File: src/rtl/seq_approx_div_pkg.sv
// Shared widths, state encoding and operand payload for the sequential approximate divider.
package seq_approx_div_pkg;

    localparam int unsigned DVD_W = 8;
    localparam int unsigned DVS_W = 4;
    localparam int unsigned R_W   = 5;
    localparam int unsigned CNT_W = 3;

    localparam logic [DVD_W-1:0] DIV0_QUOT = 8'hFF;

    typedef enum logic [1:0] {
        IDLE = 2'd0,
        CALC = 2'd1,
        DONE = 2'd2
    } state_t;

    typedef struct packed {
        logic [DVD_W-1:0] dividend;
        logic [DVS_W-1:0] divisor;
    } operands_t;

endpackage

File: src/rtl/seq_approx_divider_div_step.sv
// One restoring-division step: shift in the next dividend bit, subtract if it fits.
module div_step
    import seq_approx_div_pkg::*;
(
    input  logic [R_W-1:0]   r,
    input  logic             dvd_bit,
    input  logic [DVS_W-1:0] divisor,
    output logic [R_W-1:0]   r_next_c,
    output logic             q_bit_c
);

    logic [R_W:0] t;
    logic [R_W:0] dvs_ext;

    // r stays below the divisor, so the upper bits of t are zero and the result fits in R_W bits
    always_comb begin
        t        = {r, dvd_bit};
        dvs_ext  = (R_W+1)'(divisor);
        q_bit_c  = (t >= dvs_ext);
        r_next_c = q_bit_c ? R_W'(t - dvs_ext) : R_W'(t);
    end

endmodule

File: src/rtl/seq_approx_divider.sv
// Sequential restoring divider 8b/4b; APPROX_LSBS skips the final steps and zeroes those quotient bits.
module seq_approx_divider
    import seq_approx_div_pkg::*;
#(
    parameter int unsigned APPROX_LSBS = 0
)
(
    input  logic             clk,
    input  logic             rst_n,
    input  logic             in_valid,
    output logic             in_ready,
    input  logic [DVD_W-1:0] dividend,
    input  logic [DVS_W-1:0] divisor,
    output logic             out_valid,
    input  logic             out_ready,
    output logic [DVD_W-1:0] quotient,
    output logic [DVS_W-1:0] remainder,
    output logic             div_by_zero
);

    localparam int unsigned      ITER      = DVD_W - APPROX_LSBS;
    localparam logic [CNT_W-1:0] LAST_STEP = CNT_W'(ITER - 1);

    state_t           state;
    state_t           state_next;
    operands_t        op;
    logic [R_W-1:0]   r;
    logic [DVD_W-2:0] q_acc;
    logic [CNT_W-1:0] cnt;
    logic [R_W-1:0]   r_next_c;
    logic             q_bit_c;
    logic             accept_c;
    logic             last_c;
    logic [DVD_W-1:0] q_final_c;

    assign accept_c  = (state == IDLE) && in_valid && in_ready;
    assign last_c    = (cnt == LAST_STEP);
    assign q_final_c = DVD_W'({q_acc, q_bit_c} << APPROX_LSBS);

    div_step u_step (
        .r        (r),
        .dvd_bit  (op.dividend[DVD_W-1]),
        .divisor  (op.divisor),
        .r_next_c (r_next_c),
        .q_bit_c  (q_bit_c)
    );

    // State register
    always_ff @(posedge clk or negedge rst_n) begin
        if (!rst_n) state <= IDLE;
        else        state <= state_next;
    end

    // Next-state logic; a zero divisor bypasses the iterations entirely
    always_comb begin
        state_next = state;
        case (state)
            IDLE:    if (accept_c) state_next = (divisor == '0) ? DONE : CALC;
            CALC:    if (last_c) state_next = DONE;
            DONE:    if (out_valid && out_ready) state_next = IDLE;
            default: state_next = IDLE;
        endcase
    end

    // Handshake flags registered from the upcoming state
    always_ff @(posedge clk or negedge rst_n) begin
        if (!rst_n) begin
            in_ready  <= 1'b0;
            out_valid <= 1'b0;
        end else begin
            in_ready  <= (state_next == IDLE);
            out_valid <= (state_next == DONE);
        end
    end

    // Operand capture, iteration datapath and result registers
    always_ff @(posedge clk or negedge rst_n) begin
        if (!rst_n) begin
            op          <= '0;
            r           <= '0;
            q_acc       <= '0;
            cnt         <= '0;
            quotient    <= '0;
            remainder   <= '0;
            div_by_zero <= 1'b0;
        end else if (accept_c) begin
            op.dividend <= dividend;
            op.divisor  <= divisor;
            r           <= '0;
            q_acc       <= '0;
            cnt         <= '0;
            if (divisor == '0) begin
                quotient    <= DIV0_QUOT;
                remainder   <= dividend[DVS_W-1:0];
                div_by_zero <= 1'b1;
            end
        end else if (state == CALC) begin
            op.dividend <= {op.dividend[DVD_W-2:0], 1'b0};
            r           <= r_next_c;
            q_acc       <= {q_acc[DVD_W-3:0], q_bit_c};
            cnt         <= cnt + CNT_W'(1);
            if (last_c) begin
                quotient    <= q_final_c;
                remainder   <= (APPROX_LSBS == 0) ? r_next_c[DVS_W-1:0] : '0;
                div_by_zero <= 1'b0;
            end
        end
    end

endmodule

File: config.mk
export PLATFORM = sky130hd
export DESIGN_NAME = seq_approx_divider
export DESIGN_NICKNAME = d
export VERILOG_FILES = /design/src/rtl/seq_approx_div_pkg.sv /design/src/rtl/seq_approx_divider_div_step.sv /design/src/rtl/seq_approx_divider.sv
export SDC_FILE = /design/constraint.sdc
export NUM_CORES = 1
export LEC_CHECK = 0
export ABC_AREA = 1
export BUFFER_PORTS_ARGS = -buffer_cell sky130_fd_sc_hd__buf_2
export CORE_ASPECT_RATIO = 0.8
export CORE_MARGIN = 2
export CORE_UTILIZATION = 55
export CTS_CLUSTER_SIZE = 24
export DETAILED_ROUTE_END_ITERATION = 8
export PLACE_DENSITY = 0.86
export SLEW_MARGIN = 20
export SYNTH_ARGS = -nofsm -noshare
export SYNTH_HDL_FRONTEND = slang
export SYNTH_SLANG_ARGS = --single-unit
File: constraint.sdc
create_clock -name clk -period 2.7 [get_ports clk]
set_input_delay 0.405 -clock clk [delete_from_list [all_inputs] [get_ports clk]]
set_output_delay 0.405 -clock clk [all_outputs]
set_load 0.005 [all_outputs]
==> results of run 1 <==
## power breakdown
part / total (W) / internal [W] / leakage, nW / switching, W
clock: 0.000429 / 0.000208 / 0.0445 / 0.000221
sequential: 0.00110 / 0.000957 / 0.541 / 0.000146
combinational: 0.00155 / 0.000582 / 0.698 / 0.000967
## worst max-delay path by stage
stage	slack (ns)	cells after the start	to
after floorplan	0.82	12	remainder[3]
after global placement	0.71	12	remainder[2]
after detailed placement	0.60	12	remainder[0]
after CTS	0.54	12	r[0]
after global routing	0.36	12	r[0]
final	0.50	12	r[0]
## cells in the final DEF, fill, tap and decap left out
master,instances
nand2_1,53
dfrtp_1,44
inv_1,35
buf_2,30
nor2_1,23
nand3_1,15
o22ai_1,8
a31oi_1,7
ha_1,6
clkbuf_8,6
o21ai_0,5
inv_2,4
nand4_1,4
o221ai_1,4
nand2_4,3
or2_2,3
nand2_2,2
a21oi_1,2
xor2_1,2
a22o_1,2
nand3b_1,2
buf_4,2
nand3_2,1
nor2_4,1
o32ai_1,1
clkinv_4,1
o21a_1,1
or2_1,1
o211ai_1,1
fa_1,1
clkinvlp_4,1
clkbuf_1,1
## logic make-up (layout without fill, tap and decap cells)
| family | after synthesis | count (layout) | share of synthesized area |
|---|---|---|---|
| AND/OR/NAND/NOR | 108 | 108 | 0.233 |
| buffers and inverters | 46 | 80 | 0.0964 |
| flip-flops | 44 | 44 | 0.520 |
| AO/OA/AOI/OAI | 31 | 31 | 0.0970 |
| adder cells (fa/ha/maj) | 7 | 7 | 0.0449 |
| XOR/XNOR | 2 | 2 | 0.00828 |
## stage by stage
stage               power (W)  setup slack (ns)  hold slack [ns]   util
floorplan             0.00224             0.817            0.109      -
global placement      0.00258             0.708            0.462  0.609
global route          0.00336             0.365            0.318  0.634
finish                0.00308             0.501            0.250  0.634
CTS                   0.00308             0.543            0.291  0.634
detailed placement    0.00264             0.599            0.475  0.609
## flip-flops by register name (all words and copies together) (netlist names)
register and count:
cnt 3, div_by_zero 1, in_ready 1, op 12, out_valid 1, q_acc 7, quotient 8, r 5
remainder 4, state 2
## layout make-up
cell class | count | area share
Tap cell | 44 | 0.0231
Multi-Input combinational cell | 148 | 0.341
Inverter | 40 | 0.0652
Clock buffer | 7 | 0.0363
Timing Repair Buffer | 32 | 0.0694
Sequential cell | 44 | 0.462
Clock inverter | 1 | 0.00315
## per-layer routing
metal  GRT usage  share of wire  wire length, um  up-vias
met1       0.308           0.45             1930      792
met5           0              0                0        -
met3      0.0442          0.051              217        6
met2       0.335           0.48             2040       43
li1            -              -                -      833
met4       0.101          0.017               72        0
==> results.md, run 1 <==
- Worst-case clock skew: about 0.006 ns
- H-tree depth: 2
- Fin crit period: about 2.2 ns
- Worst setup startpoint: op[11]
- Synth top area share: 0.520
- Placed Cells incl. Taps: 308
- Seq cells post-synth: 44
- Final hold viol count: 0
- Via count: 1,674
- Post-CTS resize count: 0
- CTS Buffer Depth: 2
- Crit path buf inv count: 3
- Status: complete, no violations
- Total global routing overflow: 0
- Synth top area cells: dfrtp_1, nand2_1, inv_1
- Share of layout cells above drive strength 1: 0.199
- Antenna violations before repair: 0
- Cell with the most instances after synthesis: nand2_1
- DR pass1 iterations: 4
- Peak VDD IR: ~0.57 mV
- Slew at the pin with the worst max-slew slack: 0.948 ns
- First-pass GRT wire length: just over 7 mm
- Multi-input logic area: between 800 and 900 um^2
- Final Max Tran Viols: 0
- Final cell count without fillers: approximately 320
- DRC: 0
- Worst slew margin: 0.368
- Nets: 294
- Reg-to-reg startpoint: op[11]
- Slowest CP cell: fa_1
- Post-CTS setup buffer count: 0
- Commonest cells in the netlist: nand2_1, dfrtp_1, inv_1
- Yosys warnings: 0
- Most used cell, CP: nand2_1
- Post-DRT Antenna Nets: 0
- Leakage power: 1.28 nW
- Seq. cell area: 1100 um^2
- Die Ht: 59.5 um
- Most common flop cell mapped by yosys: dfrtp_1
- Post-synthesis cell area: 2120 um^2
- Post-synthesis sequential area ratio: 0.520
- Post-synth EDFFs: 0
- RSZ-0062 raised after global routing: no
- Reg clk slew, reported paths: 0.08 ns
- Cell count after synthesis: around 240
- CTS tree: yes
- CP arrival: approximately 2.4 ns
- Die area: 4360 um^2
- Clock sink total: 44
- Dpl cell area: between 2000 and 2500 um^2
- Synthesized Nets: 261
- Core area: 3750 um^2
- Routed wire length: 4.26 mm
- Top Family by Delay on Critical Path: simple AND/OR/NAND/NOR gates
- Required @ worst endpoint: between 2 and 3 ns
- N_diodes: 0
- Synth unique cells: 31
- Root buf cell: clkbuf_8
- Port Buf Inserts: 30
- CP max stage delay: 0.41 ns
- Via/cell ratio: 5.30
- CP cell instances: inv_1 -> ha_1 -> inv_1 -> fa_1 -> inv_1 -> nor2_1 -> nor2_1 -> nand2_1 -> nand3_1 -> nand2_1 -> nand2_1 -> nand2_1
- Max-Cap Viols: 0
- GRT Overall Usage: 0.221
- R2R setup slack: 0.50 ns
- Vias in the first global route: 1,561
- Endpoint class of the critical path: flop
- Number of DRC markers in iteration 0: 114
- Setup CP Type: flop to flop
- Highest net fanout along the worst path: 6
- Total negative slack: 0 ns
- CTS Hold Bufs: 0
- Ys async rst share: 1.00
- Initial core utilization: 0.564
- # fillers: around 310
- Worst-Skew Late Latency: 0.30 ns
- Final Wtd Congestion: 0.911
- Fin area: 2380 um^2
- Period utilisation layout: 0.814
- # IOs: 31
- HP Class: input pin to asynchronous set/reset pin
- Final setup fails: 0
- Detailed Place HPWL: 3.07 mm
- Synth area leader: dfrtp_1
- Power per Cell Area: 1290 nW/um^2
- Startpoint class of the critical path: flop
- Largest net degree at the start of global routing: 45
- R2r endpoint: r[0]
- Reg2reg path depth: 12
- Placement row count: 20
- Num CTS Buffers: 5
- Max Clock Freq: roughly 450 MHz
- Syn avg cell area: 8.89 um^2
- Routed WL per cell: 13.5 um
- Area grow syn2layout: 12.5%
- Die width: 73.3 um
No activity file was read; power rests on OpenSTA's default activity.
==> inputs of run 2 (changes only) <==
--- a/config.mk
+++ b/config.mk
@@ -5,14 +5,14 @@
 export SDC_FILE = /design/constraint.sdc
 export NUM_CORES = 1
 export LEC_CHECK = 0
-export ABC_AREA = 1
+export ABC_AREA = 0
 export BUFFER_PORTS_ARGS = -buffer_cell sky130_fd_sc_hd__buf_2
 export CORE_ASPECT_RATIO = 0.8
 export CORE_MARGIN = 2
-export CORE_UTILIZATION = 55
+export CORE_UTILIZATION = 50
 export CTS_CLUSTER_SIZE = 24
 export DETAILED_ROUTE_END_ITERATION = 8
-export PLACE_DENSITY = 0.86
+export PLACE_DENSITY = 0.83
 export SLEW_MARGIN = 20
 export SYNTH_ARGS = -nofsm -noshare
 export SYNTH_HDL_FRONTEND = slang
==> constraint.sdc (replaced) <==
create_clock -name clk -period 1.9 [get_ports clk]
set_input_delay 0.285 -clock clk [delete_from_list [all_inputs] [get_ports clk]]
set_output_delay 0.285 -clock clk [all_outputs]
set_load 0.005 [all_outputs]
==> run 2 against run 1 <==
Against the previous run:
- the run now ends with negative setup slack left
- clock-buffer cell count decreased by 1
- maximum frequency down 3.1%
- global-route usage rose by 1.1 points
- via count is 0.96% higher
- sequential power is 49% higher
- area after synthesis decreased by 4.0%
- first-iteration DRC count is 5.3% higher
- sequential share of layout area down 4.1 points
- cell area increased by 9.7%
- die area up 5.2%
- synthesized cell count is 16% lower
- largest cell class unchanged
==> results.md, run 2 <==
- Max Clock Freq: 441 MHz (-3.1%)
- Final Max Tran Viols: 0 (unchanged)
- Largest family of logic cells by synthesized area: compound AO/OA/AOI/OAI gates
- Synth Area in Compound Gates: 0.168 (+0.0712)
- Post-synthesis sequential area ratio: 0.542 (+0.0218)
- First-pass GRT wire length: 7.72 mm (+7.5%)
- Syn avg cell area: 10.2 um^2 (+15%)
- Synth Area in Adders: 0.0468 (+0.00188)
- Post-Synth Simple-Gate Area: 0.157 (-0.0759)
- Die Ht: 61 um (+2.6%)
- Via count: 1,690 (+0.96%)
- Number of DRC markers in iteration 0: 120 (+5.3%)
- Largest register FFs: 12 (unchanged)
- Yosys warnings: 0 (unchanged)
- Initial core utilization: 0.527 (-0.0367)
- Die width: 75.3 um (+2.6%)
- CP arrival: 2.47 ns (+0.08 ns)
- Final cell count without fillers: 315 (-0.32%)
- Top Layer Used: met4
- CP cell instances: inv_2 -> ha_4 -> inv_2 -> fa_2 -> a21o_1 -> a211oi_4 -> buf_6 -> mux2i_2 -> o21ai_1 -> mux2_2
- Pre-CTS WS: -0.405 ns (-1.00 ns)
- Largest net degree at the start of global routing: 45 (unchanged)
- Reg clk slew, reported paths: 0.10 ns (+0.02 ns)
- Port Buf Inserts: 30 (unchanged)
- Synth top area share: 0.542 (+0.0218)
- N_diodes: 0 (unchanged)
- Synthesized Nets: 222 (-15%)
- Placement row count: 20 (unchanged)
- Routed wl met2: 2.30 mm (+13%)
- RSZ-0062 raised after global routing: yes
- Share of layout cells above drive strength 1: 0.350 (+0.151)
- Max-Cap Viols: 0 (unchanged)
- Num CTS Buffers: 5 (unchanged)
- Synth area leader: dfrtp_1
- Placed Cells incl. Taps: 301 (-2.3%)
- Biggest regs: op (12), quotient (8), q_acc (7)
- Vias in the first global route: 1,549 (-0.77%)
- Endpoint class of the critical path: flop
- Slack of the critical path: -0.368 ns (-0.870 ns)
- Most frequent cells in the layout: nand2_1, dfrtp_1, buf_2, buf_4, a21oi_1
- H-tree depth: 2 (unchanged)
- Via/cell ratio: 5.37 (+1.3%)
- Leakage power: 1.26 nW (-1.6%)
- Synth top area cells: dfrtp_1, nand2_1, ha_1
- Synth unique cells: 41 (+32%)
- Highest net fanout along the worst path: 3 (-3)
- Core area: 3850 um^2 (+2.7%)
- Setup CP Type: flop to flop
- Antenna violations before repair: 0 (unchanged)
- Power per Cell Area: 2080 nW/um^2 (+61%)
- Ys async rst share: 1.00 (unchanged)
- Commonest non-fill, non-tap cell in the layout: nand2_1
- Cell with the most instances after synthesis: nand2_1
- Startpoint class of the critical path: flop
- CP max stage delay: 0.38 ns (-0.03 ns)
- Period utilisation layout: 1.19 (+0.380)
- Root buf cell: clkbuf_8
- Post-Synth XOR/XNOR Area: 0.0129 (+0.00466)
- Detailed Place HPWL: 3.28 mm (+6.8%)
- Final setup fails: 10 (+10)
- Commonest cells in the netlist: nand2_1, dfrtp_1, a21oi_1
- Violated checks: negative setup slack
- DR pass1 iterations: 4 (unchanged)
- Slowest CP cell: dfrtp_1
- Total global routing overflow: 0 (unchanged)
- Required @ worst endpoint: 2.10 ns (-0.79 ns)
- Most common flop cell mapped by yosys: dfrtp_1
- Status: finished, violations left
- Worst slew margin: 0.624 (+0.256)
- Top reg by flops: op
- Seq cells post-synth: 44 (unchanged)
- CTS tree: yes
- Cell count after synthesis: 199 (-16%)
- Worst-Skew Late Latency: 0.30 ns (about the same)
- Worst-case clock skew: 0.0106 ns (+0.00458 ns)
- # IOs: 31 (unchanged)
- Final Wtd Congestion: 0.886 (-2.7%)
- Peak VDD IR: 0.903 mV (+57%)
- Hold_ws: 0.0534 ns (-0.196 ns)
- GRT Overall Usage: 0.231 (+0.0105)
- Routed WL per cell: 15.6 um (+16%)
- HP Class: input pin to asynchronous set/reset pin
- Metal1 wirelength: 2.31 mm (+20%)
- Clock sink total: 44 (unchanged)
- Nets: 282 (-4.1%)
- Post-synthesis mux area share: 0.0413 (+0.0413)
- CTS Buffer Depth: 2 (unchanged)
- Die area: 4590 um^2 (+5.2%)
- CTS Hold Bufs: 0 (unchanged)
- Met3 WL: 254 um (+17%)
- DRC: 0 (unchanged)
- Post-synth EDFFs: 0 (unchanged)
- Area grow syn2layout: 28.7%
- Slew at the pin with the worst max-slew slack: 0.565 ns (-0.384 ns)
- Post-DRT Antenna Nets: 0 (unchanged)
- Final hold viol count: 0 (unchanged)
- Post-synthesis cell area: 2030 um^2 (-4.0%)
- Fin crit period: 2.27 ns (+0.0697 ns)
- Most used cell, CP: inv_2
- Routed wire length: 4.92 mm (+16%)
run 2: changes by cell type in the layout (fill, tap and decap cells not counted), sizes merged, moves of 7 or more:
cell | previous run | this run
a22oi | 0 | 7
nand2 | 58 | 50
nor2 | 24 | 8
o21ai | 5 | 12
a21oi | 2 | 15
o22ai | 8 | 1
nand3 | 16 | 2
buf | 32 | 62
inv | 39 | 7
run 2: path summary, 6_finish.rpt:
path	end	depth (start not counted)	slack [ns]	startpoint
worst max-delay path	remainder[2]	10	-0.37	op[11]
worst min-delay path	op[1]	2	0.05	rst_n
worst max register to register	remainder[2]	10	-0.37	op[11]
worst min register to register	quotient[7]	2	0.48	quotient[7]
max in group asynchronous	quotient[5]	2	1.46	rst_n
min in group clk	op[9]	3	0.20	dividend[5]
run 2: timing repair:
action,4_1_cts,5_1_grt
setup buffers,5,7
endpoints found under the setup margin,10,11
resized for setup,2,10
pin swaps,8,8
run 2: critical path: cells and delay by family (launching register included):
kind	cells	cell delay [ns]
buffers and inverters	3	0.26
muxes	2	0.49
DFF	1	0.38
adders and majority gates	2	0.45
AOI/OAI and AO/OA	3	0.58
run 2: area by class of cell:
class	count	area (um^2)
clock inverters	2	15.0
multi-input cells	139	921
well taps	55	68.8
flip-flops and latches	44	1100
fillers	316	1240
inverters	7	26.3
repair buffers	62	398
clock buffers	6	82.6
run 2: kinds of logic (layout without fill, tap and decap cells):
| kind of cell | count (synthesis) | in the layout |
|---|---|---|
| AO/OA/AOI/OAI | 51 | 51 |
| XOR/XNOR | 3 | 3 |
| buffers and inverters | 16 | 77 |
| AND/OR/NAND/NOR | 71 | 71 |
| adder cells (fa/ha/maj) | 7 | 7 |
| flip-flops | 44 | 44 |
| multiplexers | 7 | 7 |
run 2: metrics by stage:
step                       util  area (um^2)  total power, W  TNS [ns]
after CTS                 0.658         2540         0.00501     -2.04
after floorplan               -         2050         0.00325     -1.24
final                     0.678         2610         0.00543     -2.13
after global placement    0.630         2430         0.00418     -1.37
after global routing      0.678         2610         0.00583     -2.98
after detailed placement  0.630         2430         0.00431     -2.21
run 2: metal layers:
layer  vias up  global-route usage
met5         -                   0
met4         0              0.0602
met3         6              0.0548
met2        47               0.355
met1       829               0.334
li1        808                   -
run 2: power breakdown:
| part | total [W] | internal, W | switching (W) |
|---|---|---|---|
| logic | 0.00316 | 0.00164 | 0.00152 |
| registers | 0.00164 | 0.00137 | 0.000269 |
| clock network | 0.000636 | 0.000295 | 0.000342 |
==> inputs of run 3 (changes only) <==
--- a/config.mk
+++ b/config.mk
@@ -9,11 +9,12 @@
 export BUFFER_PORTS_ARGS = -buffer_cell sky130_fd_sc_hd__buf_2
 export CORE_ASPECT_RATIO = 0.8
 export CORE_MARGIN = 2
-export CORE_UTILIZATION = 50
-export CTS_CLUSTER_SIZE = 24
+export CORE_UTILIZATION = 51
+export CTS_CLUSTER_SIZE = 8
 export DETAILED_ROUTE_END_ITERATION = 8
-export PLACE_DENSITY = 0.83
+export PLACE_DENSITY = 0.84
 export SLEW_MARGIN = 20
 export SYNTH_ARGS = -nofsm -noshare
 export SYNTH_HDL_FRONTEND = slang
+export SYNTH_HIERARCHICAL = 1
 export SYNTH_SLANG_ARGS = --single-unit
==> run 3 against run 2 <==
Against the previous run:
- the flow still finishes with violations (negative setup slack)
- clock skew rose by 0.0022 ns
- first-iteration DRC count fell by 31%
- worst setup slack got worse by 0.044 ns
- synthesized cell count rose by 6.0%
- sequential power barely moved
- non-clock buffer count fell by 14
- area after synthesis rose by 4.5%
- critical path type unchanged
- critical endpoint is now remainder[1]
- die area rose by 2.3%
- sequential cell count did not move
- cell area fell by 1.2%
- hold slack improved by 0.13 ns
==> results.md, run 3 <==
- Status: finished, violations left
- Violated checks: negative setup slack
- Startpoint class of the critical path: flop
- Synth area leader: dfrtp_1
- Biggest regs: op (12), quotient (8), q_acc (7)
- Final setup fails: 10 (unchanged)
- Crit path capture: remainder[1]
- Nets: 277 (-1.8%)
- Initial core utilization: 0.544 (+0.0166)
- RSZ-0062 raised after global routing: yes
- Final core utilization: 0.661 (-0.0167)
- Routed WL per cell: 14.6 um (-6.7%)
- CP cell instances: inv_1 -> ha_2 -> inv_2 -> fa_2 -> a21o_4 -> a2111oi_4 -> mux2_4 -> o221a_4
- Largest net degree at the start of global routing: 37 (-18%)
- Synth top area share: 0.519 (-0.0233)
- Fin crit period: 2.31 ns (+0.0438 ns)
- N_diodes: 0 (unchanged)
- Max Clock Freq: 433 MHz (-1.9%)
- Root buf cell: clkbuf_8
- Critical path depth: 8 (-2)
- Synth top area cells: dfrtp_1, nand2_1, o21ai_0
- Placement row count: 20 (unchanged)
- Commonest non-fill, non-tap cell in the layout: dfrtp_1
- Synth unique cells: 35 (-15%)
- Syn avg cell area: 10.1 um^2 (-1.4%)
- GRT Overall Usage: 0.218 (-0.0130)
- CP arrival: 2.51 ns (+0.04 ns)
- Slew at the pin with the worst max-slew slack: 0.499 ns (-0.0656 ns)
- Routed wire length: 4.52 mm (-8.2%)
- Antenna violations before repair: 0 (unchanged)
- DR pass1 iterations: 4 (unchanged)
- Top Family by Delay on Critical Path: compound AO/OA/AOI/OAI gates
- Detailed Place HPWL: 3.20 mm (-2.4%)
- R2r endpoint: remainder[1]
- Reg-to-reg startpoint: op[11]
- Vias in the first global route: 1,656 (+6.9%)
- CTS tree: yes
- Total negative slack: -3.30 ns (-1.17 ns)
- Post-synthesis cell area: 2120 um^2 (+4.5%)
- DRC: 0 (unchanged)
- Most common flop cell mapped by yosys: dfrtp_1
- Max-Cap Viols: 0 (unchanged)
- Seq cells post-synth: 44 (unchanged)
- Final Wtd Congestion: 0.834 (-5.9%)
- Required @ worst endpoint: 2.10 ns (about the same)
- Total global routing overflow: 0 (unchanged)
- Post-synth EDFFs: 0 (unchanged)
- Pre-CTS WS: -0.388 ns (+0.0168 ns)
- Most frequent cells in the layout: dfrtp_1, nand2_1, buf_2, o21ai_0, nor2_1
- Via count: 1,659 (-1.8%)
- Core area: 3900 um^2 (+1.3%)
- # IOs: 31 (unchanged)
- R2R setup slack: -0.41 ns (-0.04 ns)
- Ys async rst share: 1.00 (unchanged)
- Top reg by flops: op
- Seq. cell area: 1100 um^2 (unchanged)
- Post-DRT Antenna Nets: 0 (unchanged)
- Worst slew margin: 0.667 (+0.0438)
- CTS Buffer Depth: 2 (unchanged)
- Synthesized Nets: 234 (+5.4%)
- Num CTS Buffers: 5 (unchanged)
- Setup CP Type: flop to flop
- # fillers: 321 (+1.6%)
- Post-synthesis sequential area ratio: 0.519 (-0.0233)
- Share of layout cells above drive strength 1: 0.306 (-0.0441)
- Power per Cell Area: 1900 nW/um^2 (-8.9%)
- Largest register FFs: 12 (unchanged)
- Multi-input logic area: 966 um^2 (+4.9%)
- Peak VDD IR: 1.22 mV (+35%)
- Cell count after synthesis: 211 (+6.0%)
- Reg clk slew, reported paths: 0.08 ns (-0.02 ns)
- Clock sink total: 44 (unchanged)
- H-tree depth: 2 (unchanged)
- Port Buf Inserts: 30 (unchanged)
- Number of DRC markers in iteration 0: 83 (-31%)
- Slowest CP cell: dfrtp_1
- Hold_ws: 0.188 ns (+0.135 ns)
- Die width: 76.1 um (+1.2%)
- Slack of the critical path: -0.412 ns (-0.0438 ns)
- Area grow syn2layout: 21.6%
- Highest net fanout along the worst path: 2 (-1)
- Crit path buf inv count: 2 (-1)
- Reg2reg path depth: 8 (-2)
- Final hold viol count: 0 (unchanged)
- Endpoint class of the critical path: flop
- Worst-case clock skew: 0.0127 ns (+0.00216 ns)
- Yosys warnings: 6 (+6)
- Commonest cells in the netlist: dfrtp_1, nand2_1, o21ai_0
- CP max stage delay: 0.38 ns (about the same)
- Worst setup startpoint: op[11]
- Die Ht: 61.7 um (+1.1%)
- Final Max Tran Viols: 0 (unchanged)
- Die area: 4700 um^2 (+2.3%)
- HP Class: input pin to flop
- Via/cell ratio: 5.35 (-0.25%)
- Period utilisation layout: 1.22 (+0.0230)
- First-pass GRT wire length: 7.78 mm (+0.71%)
- Leakage power: 1.24 nW (-1.8%)
- Worst-Skew Late Latency: 0.31 ns (about the same)
[run 3: routing by layer]
layer	global-route usage	share of wire
met4	0.101	0.017
met1	0.273	0.46
met5	0	0
met2	0.380	0.48
met3	0.0477	0.044
[run 3: worst min-delay path, delay by kind of cell]
family	cells	cell delay, ns
compound gates	1	0.06
buf+inv	1	0.07
simple gates	1	0.03
[run 3: repair_timing]
item | CTS | global route
hold buffers | 1 | 0
hold endpoints to repair | 20 | 0
setup buffers | 1 | 0
setup endpoints to repair | 10 | 11
cloned | 0 | 0
pin swaps | 0 | 3
gates resized for setup | 4 | 12
[run 3: cells by family after synthesis]
| logic type | after synthesis | synth area share |
|---|---|---|
| AO/OA/AOI/OAI | 54 | 0.167 |
| XOR/XNOR | 2 | 0.00826 |
| adder cells (fa/ha/maj) | 7 | 0.0448 |
| buffers and inverters | 20 | 0.0501 |
| flip-flops | 44 | 0.519 |
| multiplexers | 10 | 0.0519 |
| AND/OR/NAND/NOR | 74 | 0.159 |
[run 3: worst min-delay path by stage]
stage,start,to,slack (ns),depth (start not counted)
2_1_floorplan,rst_n,cnt[0],-0.01,0
3_3_place_gp,rst_n,quotient[6],0.27,1
3_5_place_dp,rst_n,quotient[6],0.28,1
4_1_cts,dividend[7],op[11],0.19,3
5_1_grt,dividend[7],op[11],0.20,3
6_report,dividend[7],op[11],0.19,3
[run 3: metrics by stage]
stage / area (um^2) / cells / power (W)
after CTS: 2550 / 310 / 0.00475
after detailed placement: 2410 / 300 / 0.00394
after global routing: 2580 / 310 / 0.00529
after global placement: 2410 / 300 / 0.00383
final: 2580 / 310 / 0.00489
after floorplan: 2120 / 211 / 0.00316
[run 3: cell type report]
class | count | area share
clock buffers | 5 | 0.0267
clock inverters | 3 | 0.0165
inverters | 8 | 0.0116
multi-input cells | 147 | 0.374
flip-flops and latches | 44 | 0.427
well taps | 55 | 0.0267
repair buffers | 48 | 0.118
[run 3: power by group]
group	internal [W]	total [W]	switching, W
clock	0.000389	0.000725	0.000336
combinational	0.00124	0.00251	0.00127
sequential	0.00136	0.00166	0.000300
